## src/rtl/ext.sv

```systemverilog
`default_nettype none
// ============================================================================
// Module   : ext
// Purpose  : Registered immediate extender; zero/sign-extends a 5, 8 or
//            11-bit instruction field to 16 bits and flags an illegal width.
// Revision : 1.0  initial release
// ============================================================================
module ext (
  input  logic        clk,
  input  logic        rst,
  input  logic [10:0] instr,
  input  logic [1:0]  select,
  input  logic        op,
  output logic [15:0] imm,
  output logic        err
);

  localparam logic [1:0] c_SEL_5  = 2'b00;
  localparam logic [1:0] c_SEL_8  = 2'b01;
  localparam logic [1:0] c_SEL_11 = 2'b10;

  logic [15:0] w_imm;
  logic        w_err;
  logic [15:0] r_imm;
  logic        r_err;

  // Any select outside the three legal codes (including X) takes the
  // default arm, so an unknown select is never treated as a legal width.
  always_comb begin
    w_imm = 16'h0000;
    w_err = 1'b0;
    case (select)
      c_SEL_5:  w_imm = {{11{op & instr[4]}},  instr[4:0]};
      c_SEL_8:  w_imm = {{8{op & instr[7]}},   instr[7:0]};
      c_SEL_11: w_imm = {{5{op & instr[10]}},  instr[10:0]};
      default: begin
        w_imm = 16'h0000;
        w_err = 1'b1;
      end
    endcase
  end

  always_ff @(posedge clk or posedge rst) begin
    if (rst) begin
      r_imm <= 16'h0000;
      r_err <= 1'b0;
    end else begin
      r_imm <= w_imm;
      r_err <= w_err;
    end
  end

  assign imm = r_imm;
  assign err = r_err;

endmodule
`default_nettype wire

```

## config.mk

```make
export PLATFORM = sky130hd
export DESIGN_NAME = ext
export DESIGN_NICKNAME = d
export VERILOG_FILES = /design/src/rtl/ext.sv
export SDC_FILE = /design/constraint.sdc
export NUM_CORES = 1
export LEC_CHECK = 0
export CAP_MARGIN = 40
export CORE_MARGIN = 4
export CORE_UTILIZATION = 36
export CTS_CLUSTER_SIZE = 28
export DETAILED_ROUTE_END_ITERATION = 8
export PLACE_DENSITY_LB_ADDON = 0.12
export SYNTH_ARGS = -nofsm -noshare
export SYNTH_HDL_FRONTEND = slang
export SYNTH_SLANG_ARGS = --single-unit
```

## constraint.sdc

```tcl
create_clock -name clk -period 0.85 [get_ports clk]
set_clock_uncertainty 0.1 [all_clocks]
set_input_delay 0.17 -clock clk [delete_from_list [all_inputs] [get_ports clk]]
set_output_delay 0.17 -clock clk [all_outputs]
set_load 0.005 [all_outputs]
```

Word level (Yosys, flattened, before mapping)

Index checks and enable logic that the tools add are counted.

Multiplexer cells: 2
Reduce and logical (&&, ||, !) cells: 2
Equality and inequality tests: 2
Bitwise gates (word level): 3

Operators with widths:

| cell                                                                   | count |
|---|---|
| 16-bit case mux with 3 select lines                                    | 1 |
| 1-bit bitwise AND                                                      | 3 |
| 3-bit OR reduction                                                     | 1 |
| 2-bit by 1-bit equality test with 1-bit output (second input constant) | 1 |
| 2-bit equality test (second input constant)                            | 1 |
| 2-bit logical NOT                                                      | 1 |
| 1-bit two-way mux                                                      | 1 |

Register bits after elaboration: 17
Output and inout bits: 17
Input bits: 16
Word-level logic and storage cells: 11

Depth between registers and ports, before layout

Word-level depth: 3
Gate-level depth with buffers: 3

Worst setup path before layout

No wires, ideal clock.

Path kind: in2reg
From: input select[1]
To: register r_imm[14], in the netlist imm[14]
Library setup time: 120 ps
Data arrival time: 763 ps
Slack: -132 ps
Stages on the path: 3
Buffers on the path: 1
Path through: buf_6 > mux2_4 > a31o_1

Word-level cells in the longest chain between the ends: 2
Elaborated cells between the ends (all ways): 4
Classes of those cells: 2 x eq/ne; 1 x mux; 1 x reduce/logical

Ends and longest elaborated chain:

| what                                        | line | source |
|---|---|---|
| start: declaration                          | 12   | `input logic [1:0] select,` |
| 2-bit equality test (tied with other cells) | 32   | `case (select)` |
| 16-bit case mux with 3 select lines *       | 32   |  |
| end signal: assignment                      | 48   | `r_imm <= w_imm;` |
| end: declaration                            | 24   | `logic [15:0] r_imm;` |

Every way passes the cells marked *; elsewhere a longest branch is shown, timed or not.

==> summary.md <==
| Metric | Value |
|---|---|
| Outcome | `complete, but fails checks` |
| Violated checks | `setup timing` |
| Hold Crit Depth | `3` |
| Ant diodes | `0` |
| Bufs on Longest Clock Path | `2` |
| Pwr Total | `1308 µW` |
| Final hold vios | `0` |
| CP max FO | `4` |
| Synth-to-Final Area Change | `55.12%` |
| Fmax | `0.8609 GHz` |
| Root buffer cell | `clkbuf_4` |
| Clock H-tree levels | `1` |
| Arrival time at the worst endpoint | `890 ps` |
| Fillers | `143` |
| Share of cells above drive strength 1 | `0.4512` |
| Std cell rows | `14` |
| Main synth FF type | `dfrtp_1` |
| Final WL | `1128 µm` |
| Die Y | `47.94 µm` |
| Antenna violations before repair | `0` |
| Post-route DRC violation count | `0` |
| Startpoint Class | `register` |
| Rel. slew slack | `0.8847` |
| Commonest cells post-synth | `dfrtp_1, and2_1, buf_4, a211o_1, inv_1` |
| RSZ-0062 raised after global routing | `yes` |
| Post-DP HPWL | `914.5 µm` |
| Setup WS pre-CTS | `-644.4 ps` |
| Post-synth top area share | `0.5664` |
| Met1 Wirelength | `424 µm` |
| DRT Pass-1 Iters | `3` |
| P per Cell Area | `1469 mW/mm²` |
| Global placer's final weighted congestion | `0.7870` |
| Synth Cell Area | `574.3 µm²` |
| Total gr overflow | `0` |
| Vias in the first global route | `426` |
| Post-layout util | `0.5914` |
| Mean Syn Cell Area | `12.76 µm²` |
| Core area | `0.001506 mm²` |
| Worst Min Path Start | `instr[5]` |
| TritonCTS Buffers | `3` |
| I/O Buffers | `32` |
| Cells after DPL | `93` |
| Critical path class | `reg2out` |
| First-pass GRT wire length | `1745 µm` |
| Starting DRT DRC Count | `3` |
| Min-delay worst type | `in2reg` |
| Max-cap violations | `0` |
| Synth async-reset ratio | `1.000` |
| Register area share after synthesis | `0.5664` |
| Metal2 WL | `544 µm` |
| Max-slew violations | `0` |
| Highest metal used | `met3` |
| Post-CTS Hold Buffers | `0` |
| Post-DR vias/cell | `4.663` |
| Crit end category | `output pin` |
| Worst Tran Pin Value | `172.1 ps` |
| Chip width | `47.94 µm` |
| Synth Warn # | `0` |
| DR WL met3 | `159 µm` |
| I/O pin cnt | `33` |
| Syn_nets | `61` |
| Period utilization | `1.367` |
| Clock Sinks | `13` |
| Non-Filler Instances | `98` |
| Worst hold slack | `101.3 ps` |
| Hold Path End | `imm[5]` |
| Gate Count Post-Synth | `45` |
| Netlist cell types | `17` |
| Top cells by area, synth | `dfrtp_1, buf_4, a211o_1` |
| Antenna viol nets, final | `0` |
| Min cycle time layout | `1162 ps` |
| Final setup margin | `-311.5 ps` |
| Starting Density | `0.3812` |
| Post-synth EDFFs | `0` |
| Synth area leader | `dfrtp_1` |
| Setup violators final | `17` |
| CTS tree | `done` |
| VDD IR max | `738.5 µV` |
| Clock-pin slew on the worst setup and hold paths | `80 ps` |
| Worst EP required | `580 ps` |
| Leak Pwr | `0.0004960 µW` |
| Top-count cell post-synth | `dfrtp_1` |
| Pin count of the biggest net entering global routing | `14` |
| WL/cell | `11.51 µm` |
| Overall Global Routing Usage | `0.1060` |
| DIE AREA | `0.002298 mm²` |
| Nets | `99` |
| Via count | `457` |
| Synth Register Bits | `13` |
area by class of cell:
type	count	area, µm²	share of cell area
clock buffer	4	26.28	0.02949
tap	16	20.02	0.02247
sequential	13	325.3	0.3652
multi-input combinational	23	190.2	0.2135
inverter	3	11.26	0.01264
timing repair buffer	39	317.8	0.3567
worst max-delay path by stage:
| stage | startpoint | to | cells after the start |
|---|---|---|---|
| after floorplan | select[1] | imm[14] | 3 |
| after global placement | select[1] | imm[9] | 3 |
| after detailed placement | select[1] | imm[8] | 3 |
| after CTS | imm[14] | imm[14] | 2 |
| after global routing | imm[14] | imm[13] | 2 |
| final | imm[14] | imm[13] | 2 |
report_power, final:
| part | leakage [µW] | internal (µW) | switching (µW) | total [µW] |
|---|---|---|---|---|
| sequential | 0.000163 | 660 | 9.38 | 670 |
| combinational | 0.000318 | 172 | 101 | 272 |
| clock | 0.0000150 | 181 | 185 | 366 |
critical path, cell delays in order, from the launching register on:
cell and delay, ps:
dfrtp_1 390, buf_6 130, buf_6 110
state kept, by name, indices dropped and copies added, names as in the netlist:
name and cells:
err 1, imm 12
metrics by stage:
step | cell area, µm² | TNS (ps)
after floorplan | 585.6 | -512.5
after global placement | 923.4 | -11290
after detailed placement | 923.4 | -11710
after CTS | 860.8 | -3487
after global routing | 890.9 | -4008
final | 890.9 | -3367
cell usage in the layout, fill, tap and decap left out, drive strengths merged, types with 2 or more instances in the layout:
cell | Yosys | layout
clkbuf | 0 | 4
dlymetal6s2s | 0 | 2
buf | 6 | 27
clkdlybuf4s50 | 0 | 7
nand2b | 2 | 2
inv | 3 | 3
a21oi | 2 | 2
a211o | 4 | 4
clkdlybuf4s15 | 0 | 2
dfrtp | 13 | 13
a22oi | 2 | 2
and2 | 5 | 5
layer usage:
metal,vias to the layer above,global-route usage
met4,0,0
met2,22,0.1847
met1,210,0.1346
met5,-,0
met3,0,0.03759
li1,225,-
what timing repair did:
item                       4_1_cts  5_1_grt
cloned                           0        0
resized for setup               87        6
pin swaps                        4        3
setup buffers                    1        0
setup endpoints to repair       30       20
logic make-up after synthesis:
logic type      after synthesis  share of synthesized area
simple gates                 13                     0.1830
flops                        13                     0.5664
mux                           1                    0.02614
compound gates                9                     0.1198
buf+inv                       9                     0.1046
(Power assumes the default switching activity.)
